<file path="config.mk">
export PLATFORM = sky130hd
export DESIGN_NAME = stall_ctrl_flat
export DESIGN_NICKNAME = d
export VERILOG_FILES = /design/src/rtl/stall_ctrl_if.sv /design/src/rtl/stall_ctrl.sv /design/src/flat_wrapper.sv
export SDC_FILE = /design/constraint.sdc
export NUM_CORES = 1
export LEC_CHECK = 0
export ABC_AREA = 1
export BUFFER_PORTS_ARGS = -buffer_cell sky130_fd_sc_hd__buf_2
export CORE_MARGIN = 4
export CORE_UTILIZATION = 40
export DETAILED_ROUTE_END_ITERATION = 8
export HOLD_SLACK_MARGIN = 0.08
export PLACE_DENSITY_LB_ADDON = 0.05
export SLEW_MARGIN = 15
export SYNTH_ARGS = -nofsm -noshare
export SYNTH_HDL_FRONTEND = slang
export SYNTH_SLANG_ARGS = --single-unit
</file>
<file path="constraint.sdc">
create_clock -name clk -period 1.4 [get_ports clk]
set_input_delay 0.21 -clock clk [delete_from_list [all_inputs] [get_ports clk]]
set_output_delay 0.21 -clock clk [all_outputs]
set_load 0.01 [all_outputs]
</file>
<file path="src/rtl/stall_ctrl_if.sv">
// Decode-side request and stall/flush control bundle between the pipeline and stall_ctrl.
// master = pipeline side (drives the decode, branch and memory status); slave = stall_ctrl.
interface stall_ctrl_if;
    logic       id_valid;
    logic [2:0] id_rs;
    logic       id_rs_use;
    logic [2:0] id_rt;
    logic       id_rt_use;
    logic [2:0] id_rd;
    logic       id_regwrt;
    logic       br_taken;
    logic       mem_busy;
    logic       stall_pc;
    logic       stall_ifid;
    logic       nop_id;
    logic       flush_ifid;
    logic       freeze;
    logic       err;
    logic [1:0] state;

    modport master (
        output id_valid, id_rs, id_rs_use, id_rt, id_rt_use, id_rd, id_regwrt,
               br_taken, mem_busy,
        input  stall_pc, stall_ifid, nop_id, flush_ifid, freeze, err, state
    );

    modport slave (
        input  id_valid, id_rs, id_rs_use, id_rt, id_rt_use, id_rd, id_regwrt,
               br_taken, mem_busy,
        output stall_pc, stall_ifid, nop_id, flush_ifid, freeze, err, state
    );
endinterface

</file>
<file path="src/rtl/stall_ctrl.sv">
// Pipeline hazard/stall controller: EX/MEM destination scoreboard, branch flush, memory-wait freeze, watchdog.
// Control outputs are combinational (zero latency); while memory is busy the whole pipeline is frozen.
module stall_ctrl #(
    parameter int unsigned WD_LIMIT = 255
) (
    input  logic        clk,
    input  logic        rst,
    stall_ctrl_if.slave sc
);

    localparam logic [1:0] RUN  = 2'b00;
    localparam logic [1:0] HAZ  = 2'b01;
    localparam logic [1:0] MEMW = 2'b10;
    localparam logic [1:0] ERR  = 2'b11;

    logic [1:0] state_q, state_nxt;
    logic [7:0] wd_cnt, wd_cnt_nxt;
    logic       err_q;
    logic       ex_vld, mem_vld;
    logic [2:0] ex_rd, mem_rd;
    logic       rs_hit, rt_hit, hazard;
    logic       stall_pc, stall_ifid, nop_id, flush_ifid, freeze;

    assign rs_hit = (ex_vld && ex_rd == sc.id_rs) || (mem_vld && mem_rd == sc.id_rs);
    assign rt_hit = (ex_vld && ex_rd == sc.id_rt) || (mem_vld && mem_rd == sc.id_rt);
    assign hazard = sc.id_valid && ((sc.id_rs_use && rs_hit) || (sc.id_rt_use && rt_hit));

    always_comb begin
        stall_pc   = 1'b0;
        stall_ifid = 1'b0;
        nop_id     = 1'b0;
        flush_ifid = 1'b0;
        freeze     = 1'b0;
        state_nxt  = state_q;
        wd_cnt_nxt = wd_cnt;
        if (!rst) begin
            case (state_q)
                RUN, HAZ: begin
                    if (sc.mem_busy) begin
                        freeze     = 1'b1;
                        stall_pc   = 1'b1;
                        stall_ifid = 1'b1;
                        wd_cnt_nxt = 8'd1;
                        state_nxt  = MEMW;
                    end else if (sc.br_taken) begin
                        flush_ifid = 1'b1;
                        nop_id     = 1'b1;
                        state_nxt  = RUN;
                    end else if (hazard) begin
                        stall_pc   = 1'b1;
                        stall_ifid = 1'b1;
                        nop_id     = 1'b1;
                        state_nxt  = HAZ;
                    end else begin
                        state_nxt  = RUN;
                    end
                end
                MEMW: begin
                    if (sc.mem_busy) begin
                        freeze     = 1'b1;
                        stall_pc   = 1'b1;
                        stall_ifid = 1'b1;
                        if (wd_cnt == 8'(WD_LIMIT)) state_nxt = ERR;
                        else                        wd_cnt_nxt = wd_cnt + 8'd1;
                    end else begin
                        // Memory done: pipeline advances this cycle, so the held branch or hazard acts now.
                        state_nxt  = RUN;
                        wd_cnt_nxt = 8'd0;
                        if (sc.br_taken) begin
                            flush_ifid = 1'b1;
                            nop_id     = 1'b1;
                        end else if (hazard) begin
                            stall_pc   = 1'b1;
                            stall_ifid = 1'b1;
                            nop_id     = 1'b1;
                        end
                    end
                end
                default: begin
                    freeze     = 1'b1;
                    stall_pc   = 1'b1;
                    stall_ifid = 1'b1;
                end
            endcase
        end
    end

    always_ff @(posedge clk) begin
        if (rst) begin
            state_q <= RUN;
            wd_cnt  <= 8'd0;
            err_q   <= 1'b0;
            ex_vld  <= 1'b0;
            ex_rd   <= 3'd0;
            mem_vld <= 1'b0;
            mem_rd  <= 3'd0;
        end else begin
            state_q <= state_nxt;
            wd_cnt  <= wd_cnt_nxt;
            err_q   <= (state_nxt == ERR);
            if (!freeze) begin
                mem_vld <= ex_vld;
                mem_rd  <= ex_rd;
                ex_vld  <= sc.id_valid && sc.id_regwrt && !nop_id;
                ex_rd   <= sc.id_rd;
            end
        end
    end

    assign sc.stall_pc   = stall_pc;
    assign sc.stall_ifid = stall_ifid;
    assign sc.nop_id     = nop_id;
    assign sc.flush_ifid = flush_ifid;
    assign sc.freeze     = freeze;
    assign sc.err        = err_q;
    assign sc.state      = state_q;

endmodule

</file>
<file path="src/flat_wrapper.sv">
// flat-port wrapper written by rule: the top's interface ports become plain ports
module stall_ctrl_flat 
#(
    parameter int unsigned WD_LIMIT = 255
)
  (clk, rst, sc_id_valid, sc_id_rs, sc_id_rs_use, sc_id_rt, sc_id_rt_use, sc_id_rd, sc_id_regwrt, sc_br_taken, sc_mem_busy, sc_stall_pc, sc_stall_ifid, sc_nop_id, sc_flush_ifid, sc_freeze, sc_err, sc_state);
  stall_ctrl_if sc_i ();
  input  logic clk;
  input  logic rst;
  input wire logic [$bits(sc_i.id_valid)-1:0] sc_id_valid;
  input wire logic [$bits(sc_i.id_rs)-1:0] sc_id_rs;
  input wire logic [$bits(sc_i.id_rs_use)-1:0] sc_id_rs_use;
  input wire logic [$bits(sc_i.id_rt)-1:0] sc_id_rt;
  input wire logic [$bits(sc_i.id_rt_use)-1:0] sc_id_rt_use;
  input wire logic [$bits(sc_i.id_rd)-1:0] sc_id_rd;
  input wire logic [$bits(sc_i.id_regwrt)-1:0] sc_id_regwrt;
  input wire logic [$bits(sc_i.br_taken)-1:0] sc_br_taken;
  input wire logic [$bits(sc_i.mem_busy)-1:0] sc_mem_busy;
  output wire logic [$bits(sc_i.stall_pc)-1:0] sc_stall_pc;
  output wire logic [$bits(sc_i.stall_ifid)-1:0] sc_stall_ifid;
  output wire logic [$bits(sc_i.nop_id)-1:0] sc_nop_id;
  output wire logic [$bits(sc_i.flush_ifid)-1:0] sc_flush_ifid;
  output wire logic [$bits(sc_i.freeze)-1:0] sc_freeze;
  output wire logic [$bits(sc_i.err)-1:0] sc_err;
  output wire logic [$bits(sc_i.state)-1:0] sc_state;
  assign sc_i.id_valid = sc_id_valid;
  assign sc_i.id_rs = sc_id_rs;
  assign sc_i.id_rs_use = sc_id_rs_use;
  assign sc_i.id_rt = sc_id_rt;
  assign sc_i.id_rt_use = sc_id_rt_use;
  assign sc_i.id_rd = sc_id_rd;
  assign sc_i.id_regwrt = sc_id_regwrt;
  assign sc_i.br_taken = sc_br_taken;
  assign sc_i.mem_busy = sc_mem_busy;
  assign sc_stall_pc = sc_i.stall_pc;
  assign sc_stall_ifid = sc_i.stall_ifid;
  assign sc_nop_id = sc_i.nop_id;
  assign sc_flush_ifid = sc_i.flush_ifid;
  assign sc_freeze = sc_i.freeze;
  assign sc_err = sc_i.err;
  assign sc_state = sc_i.state;
  stall_ctrl #(.WD_LIMIT(WD_LIMIT)) u_core (.clk(clk), .rst(rst), .sc(sc_i));
endmodule
</file>
Yosys cells after proc, flatten, opt, wreduce, memory -nomap -nowiden
Index checks and enable logic that the tools add are counted.

word-level totals
  bits in writable memories = 0
  bits in latches = 0
  input bits = 17
  bits in read-only memories = 0
  bits in registers = 19
  memories kept = 0

cells by class
  muxes and demuxes = 27
  $lt $le $gt $ge = 0
  eq/ne operators = 10
  $add $sub $neg = 1
  $mul = 0
  shift operators = 0
  divide/modulo/power cells = 0
  bitwise operators = 0
  reduce and logical (&&, ||, !) cells = 18

operators with widths
  operator                                                          number
  8-bit 2-to-1 mux                                                  3
  1-bit 2-to-1 mux                                                  17
  8-bit case mux with 2 select lines                                1
  3-bit == test                                                     4
  2-bit 2-to-1 mux                                                  5
  1-bit logical AND                                                 9
  8-bit by 1-bit adder with 8-bit output (second input constant)    1
  8-bit == test (second input constant)                             1
  2-bit == test (second input constant)                             2
  2-bit case mux with 2 select lines                                1
  1-bit logical OR                                                  3
  3-bit != test (second input constant)                             1
  3-bit AND reduction                                               1
  3-bit OR reduction                                                1
  2-bit by 1-bit == test with 1-bit output (second input constant)  1
  2-bit zero test                                                   1
  2-bit != test (second input constant)                             1
  2-bit nonzero test                                                1
  2-bit OR reduction                                                1
  1-bit zero test                                                   1

Logic depth before layout (Yosys ltp)
  depth after elaboration = 13
  gate-level depth with buffers = 12
  gate-level depth less buffers = 12

Worst setup path after synthesis
Ideal clock, no wire load.

  path type = reg2out
  start point = register u_core.state_q[1], in the netlist u_core.sc.state[1]
  end point = output sc_stall_pc
  slack = -0.207 ns
  buffers on the path = 1
  required time = 1.190 ns
  stages on the path, launching flop included = 8
  arrival = 1.397 ns
  cell sequence = dfxtp_1 -> nand2_1 -> inv_1 -> nor2_1 -> nor2_1 -> inv_1 -> o21ai_0 -> buf_4

between the ends
  word-level cells in the longest chain between the ends = 4

RTL lines
  element                                                           RTL line            RTL
  from (decl)                                                       stall_ctrl.sv:16    logic [1:0] state_q, state_nxt;
  from (signal assigned)                                            stall_ctrl.sv:98    state_q <= state_nxt;
  2-bit by 1-bit == test with 1-bit output (tied with other cells)  -
  3-bit OR reduction (no line) *                                    -
  1-bit 2-to-1 mux * (2 in series)                                  -
  to (decl)                                                         flat_wrapper.sv:19  output wire logic [$bits(sc_i.stall_pc)-1:0] sc_stall_pc;

Every way passes the cells marked *; elsewhere a longest branch is shown, timed or not.

Worst setup path after layout
  start point = register u_core.ex_rd[2]
  end point = output sc_stall_pc

between the ends
  word-level cells in the longest chain between the ends = 11

RTL lines
  element                                      RTL line                            RTL
  from (decl)                                  stall_ctrl.sv:20                    logic [2:0] ex_rd, mem_rd;
  from (signal assigned)                       stall_ctrl.sv:105                   ex_rd <= sc.id_rd;
  3-bit == test, on equally long branches      stall_ctrl.sv:24, stall_ctrl.sv:25
  1-bit logical AND, on equally long branches  stall_ctrl.sv:24, stall_ctrl.sv:25
  1-bit logical OR, on equally long branches   stall_ctrl.sv:24, stall_ctrl.sv:25
  1-bit logical AND                            stall_ctrl.sv:26                    assign hazard = sc.id_valid && ((sc.id_rs_use && rs_hit) || (sc.id_rt_use && rt_hit));
  1-bit logical OR *                           stall_ctrl.sv:26
  1-bit logical AND *                          stall_ctrl.sv:26
  1-bit 2-to-1 mux *                           stall_ctrl.sv:49, stall_ctrl.sv:72
  1-bit 2-to-1 mux *                           stall_ctrl.sv:45                    end else if (sc.br_taken) begin
  1-bit 2-to-1 mux *                           stall_ctrl.sv:39                    if (sc.mem_busy) begin
  1-bit 2-to-1 mux *                           -
  1-bit 2-to-1 mux *                           stall_ctrl.sv:36                    if (!rst) begin

Marked as above.

==> run metrics <==
CTS tree built; Relative slew margins 84.6%; vias in the first global route 1179; sequential share of the synthesized area 33.7%; cell area after synthesis 0.00113 mm^2; endpoints failing setup 6; first-pass GRT wire length 4.57 mm; DIE AREA 0.00374 mm^2; clk root buf clkbuf_4; highest clock rate 563 MHz; failing checks setup timing; Multi-input gate area 708 um^2; Antenna Cells 0; Area Overhead vs Synth 42.2%; grt ovf 0; slowest stage delay, CP 360 ps; min Tclk post-route 1780 ps; Hold Crit Class in -> reg; final hold viol count 0; GP Congestion 0.887; CTS max path bufs 2; setup TNS -1610 ps; Routed Antenna Nets 0; Reg2Reg Launch Point u_core.ex_rd[2]$_SDFFE_PP0N_; Tcrit/Tclk final 127%; Core Area 0.00273 mm^2; Via-to-Cell Ratio 4.82; crit path kind reg -> out; Worst Path Required 1190 ps; I/O Buffers 24; final net count 256; measured slew at the worst slew-check pin 231 ps; layout cells sized above 1 43.9%; WHS Path Cells 3; Post-DP HPWL 2.29 mm; Synth Register Bits 19; CP max stage cell dfxtp_2; FF+latch area 392 um^2; post-route clock skew 7.90 ps; Warnings, synthesis 0; Worst R2R Setup Slack -200 ps; via count 1291; # rows 19; fin worst setup slack -378 ps; Die H 61.1 um; Gate Count Post-Synth 184; starting density of the core 41.3%; Worst-path clk slew 100 ps; die width 61.1 um; VDD IR max 630 uV; Worst EP arrival 1570 ps; drt pass-1 iters 4; RSZ-0062 raised after global routing true; max cap viols 0; Power Dens Cells 671 mW/mm^2; P_leak 0.791 nW; # H-tree levels 1; worst r2r path cells 15; post-DR wirelength/cell 11.0 um; CP endpoint kind primary output; largest net degree at the start of global routing 11; worst path cell trace inv_2 > nand2_2 > nand2_2 > nor2_2 > nand2_1 > nand2_1 > nand2_1 > nand2_2 > nand3_2 > o21ai_2 > buf_2; DRT Wirelength 2.96 mm; fin util 58.8%; Syn Nets 202; Reg2Reg Capture Point u_core.sc.err$_SDFF_PP0_; Mean Syn Cell Area 6.14 um^2; layout filler cell count 264; # DRC 0; CTS buffer count 3; worst-skew pair later-pin latency 300 ps; status complete, but fails checks; final slew viol count 0; initial antenna violation count 0; hold_sp sc_id_rd[2]; critical path peak fanout 3; Total GRT Usage 16.5%; synth unique cells 21; Ports 25; critical path launch point type register; clock sinks 19; hold endpoint u_core.ex_rd[2]$_SDFFE_PP0N_; 1st-iter DRT viols 107
## cells in the final DEF, fill, tap and decap left out, types with 2 or more instances in the layout
cell type,count
nand2_1,53
buf_4,26
buf_2,24
inv_1,23
nor2_1,20
nand2_2,16
dfxtp_1,10
dfxtp_2,9
inv_2,6
nor2_2,6
o21ai_0,6
nand3_1,5
xor2_1,4
a21oi_1,4
nand4_1,4
nor2_4,3
o22ai_1,3
clkbuf_4,3
nand3_2,2
## routing by layer
layer	part of all wire, %	global-route usage [%]	vias to the layer above
met5	0	0	-
met4	0.98	7.12	0
met3	2.5	2.52	4
met2	57	32.3	17
met1	39	17.0	599
li1	-	-	671
## cells by family after synthesis
| kind of cell | Yosys count | synth area share, % |
|---|---|---|
| adder cells (fa/ha/maj) | 1 | 1.11 |
| AND/OR/NAND/NOR | 111 | 42.5 |
| flip-flops | 19 | 33.7 |
| XOR/XNOR | 4 | 3.10 |
| buffers and inverters | 32 | 11.5 |
| AO/OA/AOI/OAI | 17 | 8.08 |
## timing repair
item,4_1_cts,5_1_grt
gates resized for setup,19,20
setup buffers,6,3
pin swaps,4,20
setup endpoints to repair,14,14
gates cloned,0,0
hold buffers,0,0
## how the worst max path moves through the flow
| stage | startpoint | end | slack, ps | cells after the start |
|---|---|---|---|---|
| after floorplan | u_core.ex_rd[0]$_SDFFE_PP0N_ | sc_stall_pc | 2 | 11 |
| after global placement | u_core.mem_rd[2]$_SDFFE_PP0N_ | sc_stall_pc | -60 | 11 |
| after detailed placement | u_core.ex_rd[2]$_SDFFE_PP0N_ | sc_stall_ifid | -140 | 11 |
| after CTS | u_core.ex_rd[2]$_SDFFE_PP0N_ | sc_nop_id | -360 | 11 |
| after global routing | u_core.ex_rd[2]$_SDFFE_PP0N_ | sc_stall_pc | -540 | 11 |
| final | u_core.ex_rd[2]$_SDFFE_PP0N_ | sc_stall_pc | -380 | 11 |
## flip-flops by register name, indices dropped and copies added (netlist names)
signal and count:
u_core.wd_cnt 8, u_core.sc.err 1, u_core.ex_vld 1, u_core.ex_rd 3, u_core.sc.state 2, u_core.mem_vld 1, u_core.mem_rd 3
## cell usage after synthesis (all sizes together)
cell   count  area share (%)
ha         1             1.1
nand3      7             3.5
a21oi      5             2.2
nand2     69              24
o21ai      8             3.5
and3       1            0.66
buf        2             1.3
nor2      29              11
inv       30              10
nand4      4             2.2
a22oi      1            0.66
nor3       1            0.89
xor2       4             3.1
o22ai      3             1.7
dfxtp     19              34
## where the power goes
| group | leakage, nW | switching (mW) | internal [mW] |
|---|---|---|---|
| sequential | 0.158 | 0.0145 | 0.558 |
| clock | 0.0150 | 0.172 | 0.111 |
| combinational | 0.618 | 0.120 | 0.102 |
| total | 0.791 | 0.307 | 0.771 |
## area by class of cell
type | instances | area share [%]
Inverter | 30 | 7.17
Multi-Input combinational cell | 133 | 44.1
Clock buffer | 4 | 1.64
Sequential cell | 19 | 24.4
Timing Repair Buffer | 51 | 20.3
Tap cell | 31 | 2.41
## per-stage QoR
step	total power, mW	cells	setup WS, ps	area, um^2	hold WS [ps]
finish	1.08	268	-378	1610	109
global route	1.15	268	-540	1610	91.2
CTS	1.07	265	-360	1530	96.7
detailed placement	0.770	255	-139	1420	418
global placement	0.765	255	-63.9	1420	411
floorplan	0.682	184	1.53	1140	323
## worst max-delay path: cells and delay by family (launching register included)
family                 cells  cell delay, ps
AOI/OAI and AO/OA          1             140
and+or+nand+nor            8             570
buffers and inverters      2             190
DFF                        1             360
(Power assumes the default switching activity.)
